--- config.mk ---
export PLATFORM = sky130hd
export DESIGN_NAME = game_round_ctrl
export DESIGN_NICKNAME = d
export VERILOG_FILES = /design/src/rtl/game_round_ctrl_pkg.sv /design/src/rtl/salidzinatajs.sv /design/src/rtl/game_round_ctrl.sv
export SDC_FILE = /design/constraint.sdc
export NUM_CORES = 1
export LEC_CHECK = 0
export BUFFER_PORTS_ARGS = -buffer_cell sky130_fd_sc_hd__buf_4
export CORE_ASPECT_RATIO = 1.1
export CORE_MARGIN = 3
export CORE_UTILIZATION = 59
export CTS_BUF_LIST = sky130_fd_sc_hd__clkbuf_4 sky130_fd_sc_hd__clkbuf_8
export DETAILED_ROUTE_END_ITERATION = 10
export GPL_ROUTABILITY_DRIVEN = 0
export PLACE_DENSITY = 0.77
export SYNTH_ARGS = -nofsm -noshare
export SYNTH_HDL_FRONTEND = slang
export SYNTH_SLANG_ARGS = --single-unit
--- constraint.sdc ---
create_clock -name clk -period 2.2 [get_ports clk]
set_clock_uncertainty 0.15 [all_clocks]
set_input_delay 0.22 -clock clk [delete_from_list [all_inputs] [get_ports clk]]
set_output_delay 0.22 -clock clk [all_outputs]
set_load 0.01 [all_outputs]
--- src/rtl/game_round_ctrl_pkg.sv ---
// Shared definitions for the guessing-game round controller: state encoding,
// target-generator taps and seed, and the LFSR step function.
package game_round_ctrl_pkg;

  typedef enum logic [2:0] {
    IDLE       = 3'd0,
    LOAD       = 3'd1,
    WAIT_GUESS = 3'd2,
    CHECK      = 3'd3,
    RESULT     = 3'd4,
    DONE       = 3'd5
  } state_t;

  // Feedback taps on bits 3 and 2; the feedback bit enters at bit 0.
  localparam logic [3:0] LFSR_TAPS         = 4'b1100;
  localparam logic [3:0] LFSR_DEFAULT_SEED = 4'b1001;

  function automatic logic [3:0] lfsr_next(input logic [3:0] cur);
    return {cur[2:0], ^(cur & LFSR_TAPS)};
  endfunction

endpackage

--- src/rtl/salidzinatajs.sv ---
// 4-bit equality comparator used to judge the latched guess against the target.
module salidzinatajs (
  input  logic [3:0] num_1,
  input  logic [3:0] num_2,
  output logic       match
);

  assign match = (num_1 == num_2);

endmodule

--- src/rtl/game_round_ctrl.sv ---
// Round controller for a number-guessing game: draws a target per round from
// an LFSR, waits for a guess with timeout, scores hits and signals the outcome.
module game_round_ctrl
  import game_round_ctrl_pkg::*;
#(
  parameter int         TIMEOUT_CYCLES = 1000,
  parameter int         ROUNDS         = 8,
  parameter logic [3:0] LFSR_SEED      = LFSR_DEFAULT_SEED
) (
  input  logic       clk,
  input  logic       rst_n,
  input  logic       start,
  input  logic [3:0] guess,
  input  logic       submit,
  output logic [3:0] target,
  output logic [3:0] score,
  output logic [2:0] round_idx,
  output logic       busy,
  output logic       hit_pulse,
  output logic       miss_pulse,
  output logic       done
);

  localparam int                 TIMER_W    = (TIMEOUT_CYCLES > 1) ? $clog2(TIMEOUT_CYCLES) : 1;
  localparam logic [TIMER_W-1:0] TIMER_LOAD = TIMER_W'(TIMEOUT_CYCLES - 1);
  localparam logic [2:0]         LAST_ROUND = 3'(ROUNDS - 1);

  state_t             state;
  logic [3:0]         lfsr;
  logic [3:0]         guess_q;
  logic [TIMER_W-1:0] timer;
  logic               match;

  salidzinatajs u_cmp (
    .num_1 (guess_q),
    .num_2 (target),
    .match (match)
  );

  // NOTE: every register here is updated with <= so all of them sample the
  // pre-edge values; mixing in = would make results depend on statement order.
  always_ff @(posedge clk or negedge rst_n) begin
    if (!rst_n) begin
      state      <= IDLE;
      lfsr       <= LFSR_SEED;
      target     <= '0;
      score      <= '0;
      round_idx  <= '0;
      timer      <= '0;
      guess_q    <= '0;
      busy       <= 1'b0;
      hit_pulse  <= 1'b0;
      miss_pulse <= 1'b0;
      done       <= 1'b0;
    end else begin
      // NOTE: pulses default low each cycle and are set only on the edge that
      // enters RESULT, which makes them exactly one cycle wide.
      hit_pulse  <= 1'b0;
      miss_pulse <= 1'b0;

      case (state)
        IDLE, DONE: begin
          if (start) begin
            score     <= '0;
            round_idx <= '0;
            busy      <= 1'b1;
            done      <= 1'b0;
            state     <= LOAD;
          end
        end

        LOAD: begin
          target <= lfsr;
          lfsr   <= lfsr_next(lfsr);
          timer  <= TIMER_LOAD;
          state  <= WAIT_GUESS;
        end

        WAIT_GUESS: begin
          if (timer != '0) begin
            timer <= timer - TIMER_W'(1);
          end
          // A guess arriving on the expiry cycle still counts.
          if (submit) begin
            guess_q <= guess;
            state   <= CHECK;
          end else if (timer == '0) begin
            miss_pulse <= 1'b1;
            state      <= RESULT;
          end
        end

        CHECK: begin
          if (match) begin
            if (score != 4'hF) begin
              score <= score + 4'd1;
            end
            hit_pulse <= 1'b1;
          end else begin
            miss_pulse <= 1'b1;
          end
          state <= RESULT;
        end

        RESULT: begin
          if (round_idx == LAST_ROUND) begin
            busy  <= 1'b0;
            done  <= 1'b1;
            state <= DONE;
          end else begin
            round_idx <= round_idx + 3'd1;
            state     <= LOAD;
          end
        end

        default: begin
          busy  <= 1'b0;
          state <= IDLE;
        end
      endcase
    end
  end

endmodule
* Word-level counts from Yosys, hierarchy flattened
Index checks and enable logic that the tools add are counted.
** Word-level totals
- Output and inout port bits :: 15
- Input bits :: 8
- Flip-flop bits (word level) :: 36
- Logic and storage cells :: 72
** Operators by class
- Reductions and logical operators :: 16
- Bitwise logic cells :: 1
- Mux-type cells :: 26
- Eq/ne operators :: 15
- Add/subtract/negate cells :: 3
** Operator list (number)
- 10-bit one-hot mux with 2 select lines :: 1
- 3-bit 2-to-1 mux :: 6
- 3-bit one-hot mux with 5 select lines :: 1
- 4-bit 2-to-1 mux :: 3
- 2-bit != test, second input constant :: 6
- 10-bit zero test :: 1
- 10-bit 2-to-1 mux :: 1
- 10-bit nonzero test :: 1
- 10-bit by 1-bit subtractor with 10-bit output, second input constant :: 1
- 3-bit equality test, second input constant :: 3
- 1-bit 2-to-1 mux :: 9
- 3-bit AND reduction :: 3
- 4-bit one-hot mux with 2 select lines :: 1
- 3-bit by 2-bit equality test with 1-bit output, second input constant :: 2
- 3-bit one-hot mux with 2 select lines :: 1
- 2-bit AND reduction :: 3
- 2-bit nonzero test :: 3
- 4-bit by 1-bit adder with 4-bit output, second input constant :: 1
- 4-bit equality test :: 1
- 4-bit != test, second input constant :: 1
- 1-bit one-hot mux with 2 select lines :: 2
- 4-bit AND reduction :: 1
- 4-bit parity :: 1
- 3-bit by 1-bit adder with 3-bit output, second input constant :: 1
- 7 further kinds :: 7

* Depth between registers and ports, before layout
Gate-level depths: netlist of run 1.
- Word-level depth :: 4
- Depth in mapped cells :: 6
- Gate-level depth less buffers :: 6

* Hierarchy
A second synthesis of run 1 with hierarchy kept.
** Second synthesis, totals
- Cell total of the unflattened synthesis :: 171
- Area total of the unflattened synthesis :: 1756.7 sq um
** Modules (own cells, without submodules)
- game_round_ctrl :: seq. area each 853.3 sq um, cells an instance 166, area each 1709.1 sq um, times used 1
- salidzinatajs :: seq. area each 0.0 sq um, cells an instance 5, area each 47.5 sq um, times used 1

* Least setup slack after synthesis of run 1
OpenSTA, ideal clock, no wires.
- Path type :: register to register
- From :: register timer[3]
- To :: register timer[5]
- Data arrival time :: 1.548 ns
- Cell stages (with the launch flop) :: 5
- Slack :: 0.422 ns
- Path buffers :: 0
- Setup time :: 0.079 ns
- Path through :: dfrtp_1 > or4_4 > o31a_1 > nand3_2 > mux2i_1
** On the way
- Longest elaborated chain between the ends :: 3
- Elaborated cells between the ends (all ways) :: 6
- Those cells by class :: add/sub: 1; eq/ne: 1; mux: 2; reduce/logical: 2
** RTL lines
- start: declaration :: RTL line game_round_ctrl.sv:31 : logic [TIMER_W-1:0] timer;
- start signal: assignment :: RTL line game_round_ctrl.sv:81 : timer <= timer - TIMER_W'(1);
- 10-bit by 1-bit subtractor with 10-bit output / 10-bit nonzero test (equally long branches) :: RTL line game_round_ctrl.sv:81, game_round_ctrl.sv:80
- 10-bit 2-to-1 mux / 2-bit != test (equally long branches)
- 10-bit one-hot mux with 2 select lines / 2-bit AND reduction (equally long branches)
Parallel ways exist; a longest one is shown, timed or not. The select of a mux whose other input is x is not followed.
A chain may end at the register's enable or synchronous reset.

* Final worst setup path of run 1
- From :: register state[1]
- To :: register timer[7]
** On the way
- Longest elaborated chain between the ends :: 3
- Elaborated cells between the ends (all ways) :: 6
- Those cells by class :: eq/ne: 3; mux: 1; reduce/logical: 2
** RTL lines
- start: declaration :: RTL line game_round_ctrl.sv:28 : state_t state;
- start signal: assignment :: RTL line game_round_ctrl.sv:44 : state <= IDLE;
- start signal: assignment :: RTL line game_round_ctrl.sv:68 : state <= LOAD;
- start signal: assignment :: RTL line game_round_ctrl.sv:76 : state <= WAIT_GUESS;
- 3-bit by 2-bit equality test with 1-bit output / 3-bit by 1-bit equality test with 1-bit output (equally long branches) :: RTL line game_round_ctrl.sv:61 : case (state)
- 2-bit != test (no source line) / 2-bit nonzero test (equally long branches)
- 2-bit AND reduction (no source line)
Parallel ways exist; a longest one is shown, timed or not.

==> summary.txt, run 1 <==
Route
  • Routed via count: 1,458
  • Vias per cell: 6.00
  • WL per Instance: around 15 um
  • Iteration-0 DRC Markers: 76
  • # DRC: 0
  • 1st-pass router iterations: 4
  • Final wirelength: 3680 um
  • Final ANT Viol Nets: 0

Clock tree
  • Cts bufs inserted: 5
  • Worst skew pair latency: 0.35 ns
  • Post-cts resize count: 0
  • Clock buffer depth: 2
  • Cts hold-fix bufs: 6
  • Clock slew at reported path FFs: ~0.12 ns
  • Clock root buffer: clkbuf_4
  • CTS tree: built
  • H-tree depth: 2
  • Postcts setup bufs: 0
  • CTS sink count: 34

Global route
  • GR peak layer: met2
  • GR Layer Usage met2: 35.3%
  • First-pass GRT wire length: ~6000 um
  • Vias in the first global route: 1,388
  • Total global-route track usage: a little over a fifth
  • Met3 Use GR: between 5 and 6%
  • Largest net degree at the start of global routing: 35
  • Met1 GRT Util: 27.3%
  • Initial antenna violation count: 0
  • Gr ovfl total: 0

Timing
  • Setup violators final: 0
  • Worst relative slew slack: between 60% and 70%
  • Final setup TNS: 0 ns
  • Min Tclk post-route: roughly 1.9 ns
  • Pins Over Slew Limit: 0
  • RSZ-0062 raised after global routing: false
  • Crit share post-route: 88.1%
  • Final Hold Fails: 0
  • Worst-margin pin slew: about 0.48 ns
  • Final worst slack: ~0.26 ns
  • Max frequency: 516 MHz
  • Hold Slack: 0.177 ns

Placed design
  • DP Wirelength: 2560 um
  • Pre-CTS WS: between 0.2 and 0.3 ns
  • Port Buf Inserts: 22
  • Placed cell areas: between 1500 and 2000 um^2
  • Inst Count DP: about 230

Min path
  • Hold Path Class: input pin to asynchronous set/reset pin

Yosys
  • Sequential cell area fraction in the yosys report: between 40% and 50%
  • Count leader, synth: dfrtp_1
  • Synthesized area per cell: roughly 10 um^2
  • Leading area contributor after synthesis: dfrtp_1
  • Syn Inst Count: ~180
  • Asr flop ratio synth: 100%
  • Syn nets: 190
  • Synth area leaders: dfrtp_1 45%, nand2_1 5.7%, ha_1 3.5%
  • Synth unique cells: 46
  • Synth top area share: 44.8%
  • Synth Warn #: 0
  • Post-synth top cells: 32 x dfrtp_1, 27 x nand2_1, 11 x nor2_1, 8 x inv_1, 8 x o21ai_0
  • Cell Area, Synth: 1790 um^2
  • #FFs+latches synth: 34
  • Top_reg_cell synth: dfrtp_1
  • EDFF count, synth: 0

Power and ir drop
  • Combinational share of power: approximately 37%
  • Sw Share: about two fifths
  • Pwr dens: ~940 nW/um^2
  • LEAKAGE: about 0.95 nW
  • Int Pwr: about 1.2 mW
  • Net Sw Power: 0.780 mW
  • Sequential share of power: between 40% and 50%
  • Total chip power: 1.99 mW
  • Worst VDD drop: roughly 650 uV
  • Clock share of power: 19.0%

Floorplanning
  • Core footprint: roughly 2800 um^2
  • Initial core utilization: between 60% and 70%
  • Ports: 23
  • Die width: around 60 um
  • Die Height: 63.7 um
  • Die area: about 3700 um^2
  • Row cnt: 20

Worst setup path
  • Worst path required time: roughly 2.3 ns
  • CP Launch Point: state[1]$_DFFE_PN0P_
  • CP endpoint kind: flip-flop
  • Flop-to-flop setup slack: between 0.2 and 0.3 ns
  • Kind of critical path: flip-flop to flip-flop
  • Crit path DAT: about 2 ns
  • Max FO, Critical Path: 12
  • RR Startpoint: state[1]$_DFFE_PN0P_
  • Kind of start point of the critical path: flip-flop

Finish
  • Filler cell count: 206
  • Footprint of the multi-input gates: about 870 um^2
  • P&R area growth vs syn: 17.9%
  • Nets: roughly 220
  • Post-route cell area: roughly 2100 um^2
  • ANT cells: 0
  • Final Core Density: between 70% and 80%
  • Layout cells sized above 1: a little under a quarter
  • Register Area: ~850 um^2
  • Non-Filler Instances: approximately 240

Status
  • Status: completed

Run
  • Max Cap Viol: 0
## routing by layer
| metal | part of all wire (%) | routed length, um | vias up |
|---|---|---|---|
| met4 | 1.3 | 47 | 0 |
| met2 | 51 | 1860 | 28 |
| met3 | 4.7 | 173 | 4 |
| met5 | 0 | 0 | - |
| met1 | 43 | 1600 | 709 |
| li1 | - | - | 717 |
## state kept, by name, summed over array words and instances (netlist names), 2 cells and up
| signal | count |
|---|---|
| lfsr | 2 |
| timer | 10 |
| score | 4 |
| target | 4 |
| state | 3 |
| guess_q | 4 |
| round_idx | 3 |
## cell usage in the layout, fill, tap and decap left out, types with 2 or more instances in the layout
cell type	n
a21oi_1	5
a22o_1	2
a22oi_1	2
a31oi_1	2
a32o_1	2
buf_4	25
clkbuf_4	5
dfrtp_1	32
dfstp_2	2
dlygate4sd3_1	6
ha_1	5
inv_1	8
mux2_2	5
mux2i_1	4
nand2_1	27
nand2b_1	4
nand3_1	5
nand4_1	2
nor2_1	11
nor3_1	6
o211ai_1	4
o21ai_0	8
o22ai_1	2
o31ai_1	3
o41ai_1	2
or4_1	3
or4_4	2
xnor2_1	5
## path summary, 6_finish.rpt
kind / depth (start not counted) / end
worst max-delay path: 4 / timer[7]$_DFFE_PN0P_
worst min-delay path: 2 / score[2]$_DFFE_PN0P_
worst max register to register: 4 / timer[7]$_DFFE_PN0P_
worst min register to register: 2 / lfsr[3]$_DFFE_PN1P_
max in group asynchronous: 2 / lfsr[3]$_DFFE_PN1P_
min in group clk: 5 / busy$_DFFE_PN0P_
## kinds of logic after synthesis
kind of cell    count (synthesis)  synth area share (%)
mux                             9                  5.40
fa+ha+maj                       5                  3.50
flops                          34                  47.8
buf+inv                        14                  3.50
xor+xnor                        5                  2.45
simple gates                   73                  22.4
compound gates                 37                  14.9
## final cells by class
class	count	area share, %
clock buffers	6	2.44
well taps	33	1.96
clock inverters	2	0.594
inverters	8	1.43
flip-flops and latches	34	40.5
repair buffers	31	11.8
multi-input cells	129	41.3
## power by group through the flow
stage / clock network, mW / registers (mW) / logic, mW
6_report: 0.378 / 0.873 / 0.735
5_1_grt: 0.412 / 0.895 / 0.805
4_1_cts: 0.381 / 0.870 / 0.730
3_5_place_dp: 0 / 0.881 / 0.714
3_3_place_gp: 0 / 0.872 / 0.689
2_1_floorplan: 0 / 0.840 / 0.539
## critical path: stages, from the launching register on
cell     delay, ns
dfrtp_1       0.58
nor3b_4       0.44
nand3_1       0.16
o21ai_0       0.15
or3b_1        0.35
(Power assumes the default switching activity.)
==> run 2: changes to the inputs <==
Settings changed: CORE_UTILIZATION 59 to 42, PLACE_DENSITY 0.77 to 0.57.
==> summary.txt, run 2 (same netlist as run 1, synthesis figures left out) <==
Worst setup path
  • Max FO, Critical Path: 15 (was 12)
  • Worst path required time: 2.23 ns (was 2.28 ns)
  • Kind of critical path: flip-flop to flip-flop (unchanged)
  • CP endpoint kind: flip-flop (unchanged)
  • Kind of start point of the critical path: flip-flop (unchanged)
  • Crit path DAT: 1.97 ns (was 2.02 ns)

Clock tree
  • CTS tree: built (unchanged)
  • Post-cts resize count: 0 (unchanged)
  • Clock slew at reported path FFs: 0.07 ns (was 0.12 ns)
  • Clock buffer depth: 2 (unchanged)
  • CTS sink count: 34 (unchanged)
  • H-tree depth: 2 (unchanged)
  • Clock root buffer: clkbuf_8 (was clkbuf_4)
  • Worst skew pair latency: 0.29 ns (was 0.35 ns)
  • Cts bufs inserted: 5 (unchanged)

Global route
  • Total global-route track usage: 15.7% (was 21.6%)
  • Largest net degree at the start of global routing: 35 (unchanged)
  • First-pass GRT wire length: 5900 um (was 6180 um)
  • Initial antenna violation count: 0 (unchanged)
  • Gr ovfl total: 0 (unchanged)
  • Vias in the first global route: 1,318 (was 1,388)

Floorplanning
  • Die Height: 74.4 um (was 63.7 um)
  • Ports: 23 (unchanged)
  • Row cnt: 24 (was 20)
  • Die area: 5070 um^2 (was 3720 um^2)
  • Die width: 68.2 um (was 58.5 um)
  • Core footprint: 4020 um^2 (was 2830 um^2)
  • Initial core utilization: 44.4% (was 63.1%)

Power and ir drop
  • LEAKAGE: 0.965 nW (was 0.951 nW)
  • Worst VDD drop: 438 uV (was 652 uV)
  • Pwr dens: 1010 nW/um^2 (was 943 nW/um^2)

Finish
  • P&R area growth vs syn: 20.9% (was 17.9%)
  • Layout cells sized above 1: 22.7% (was 22.9%)
  • Reg with most FFs: timer (unchanged)
  • Register Area: 853 um^2 (unchanged)
  • Footprint of the multi-input gates: 870 um^2 (unchanged)
  • Filler cell count: 369 (was 206)
  • ANT cells: 0 (unchanged)
  • Most frequent cells in the layout: 32 x dfrtp_1, 27 x nand2_1, 24 x buf_4, 11 x nor2_1 (was 32 x dfrtp_1, 27 x nand2_1, 25 x buf_4, 11 x nor2_1)
  • Largest register FFs: 10 (unchanged)
  • Nets: 219 (was 222)
  • Commonest non-fill, non-tap cell in the layout: dfrtp_1 (unchanged)

Run
  • Max Cap Viol: 0 (unchanged)

Status
  • Status: completed (unchanged)

Timing
  • Final setup TNS: 0 ns (unchanged)
  • Pins Over Slew Limit: 0 (unchanged)
  • Crit share post-route: 88.2% (was 88.1%)
  • RSZ-0062 raised after global routing: false (unchanged)
  • Setup violators final: 0 (unchanged)
  • Min Tclk post-route: 1.94 ns (about the same)
  • Max frequency: 515 MHz (was 516 MHz)
  • Final Hold Fails: 0 (unchanged)
  • Worst relative slew slack: 67.0% (was 67.7%)
  • Final worst slack: 0.259 ns (was 0.261 ns)
  • Worst-margin pin slew: 0.494 ns (was 0.483 ns)

Route
  • 1st-pass router iterations: 4 (unchanged)
  • Final ANT Viol Nets: 0 (unchanged)
  • WL per Instance: 13.7 um (was 15.1 um)
  • Final wirelength: 3550 um (was 3680 um)
  • Iteration-0 DRC Markers: 163 (was 76)
  • # DRC: 0 (unchanged)
  • Routed via count: 1,398 (was 1,458)
  • Vias per cell: 5.40 (was 6.00)

Placed design
  • Pre-CTS WS: 0.278 ns (was 0.296 ns)
  • DP Wirelength: 2570 um (was 2560 um)
  • Port Buf Inserts: 22 (unchanged)

Min path
  • Hold Path Class: input pin to flip-flop (was input pin to asynchronous set/reset pin)
-- run 2: changes by cell type in the layout (fill, tap and decap cells not counted) --
cell           before  now
clkinvlp_4          1    0
clkbuf_8            1    6
dlygate4sd3_1       6    4
buf_4              25   24
clkinv_2            1    0
clkbuf_4            5    1
bufinv_16           0    1
-- run 2: worst max-delay path, stage by stage, from the launching register on --
cell,delay [ns]
dfrtp_1,0.55
or4b_1,0.62
o211ai_1,0.16
o21ai_1,0.14
a32o_1,0.22
-- run 2: routing by layer --
metal | GRT usage (%) | part of all wire (%)
met1 | 19.9 | 46
met2 | 24.4 | 49
met3 | 5.44 | 3.4
met4 | 5.96 | 1.7
met5 | 0 | 0
-- run 2: repair_timing --
action                    in CTS  in global routing
hold endpoints to repair      32                  3
hold buffers                   1                  3
buffers inserted               0                  0
-- run 2: path summary, 6_finish.rpt --
| kind | start | endpoint | slack [ns] | depth (start not counted) |
|---|---|---|---|---|
| setup / recovery | state[0]$_DFFE_PN0P_ | score[1]$_DFFE_PN0P_ | 0.26 | 4 |
| hold / removal | guess[3] | guess_q[3]$_DFFE_PN0P_ | 0.02 | 2 |
| setup reg to reg | state[0]$_DFFE_PN0P_ | score[1]$_DFFE_PN0P_ | 0.26 | 4 |
| hold reg to reg | lfsr[3]$_DFFE_PN1P_ | lfsr[3]$_DFFE_PN1P_ | 0.33 | 2 |
| max in group asynchronous | rst_n | lfsr[0]$_DFFE_PN1P_ | 1.30 | 2 |
| min in group asynchronous | rst_n | busy$_DFFE_PN0P_ | 0.25 | 2 |
-- run 2: power by group --
group / total, mW / internal, mW / switching, mW
Clock: 0.605 / 0.382 / 0.224
Sequential: 0.888 / 0.736 / 0.152
Combinational: 0.689 / 0.303 / 0.386
Total: 2.18 / 1.42 / 0.762
-- run 2: through the flow --
step | hold slack [ns] | cell area [um^2] | std cells | power (mW) | utilization [%]
2_1_floorplan | -0.226 | 1790 | 177 | 1.38 | -
4_1_cts | 0.00236 | 2130 | 256 | 2.19 | 52.9
6_report | 0.0233 | 2160 | 259 | 2.18 | 53.6
5_1_grt | 0.00853 | 2160 | 259 | 2.33 | 53.6
3_5_place_dp | 0.0475 | 2000 | 247 | 1.58 | 49.7
3_3_place_gp | 0.0382 | 2000 | 247 | 1.56 | 49.7
-- run 2: layout make-up --
type / instances / share of cell area (%)
sequential: 34 / 39.5
clock inverter: 1 / 1.39
multi-input combinational: 129 / 40.3
clock buffer: 7 / 4.17
timing repair buffer: 28 / 10.2
inverter: 8 / 1.39
tap: 52 / 3.01
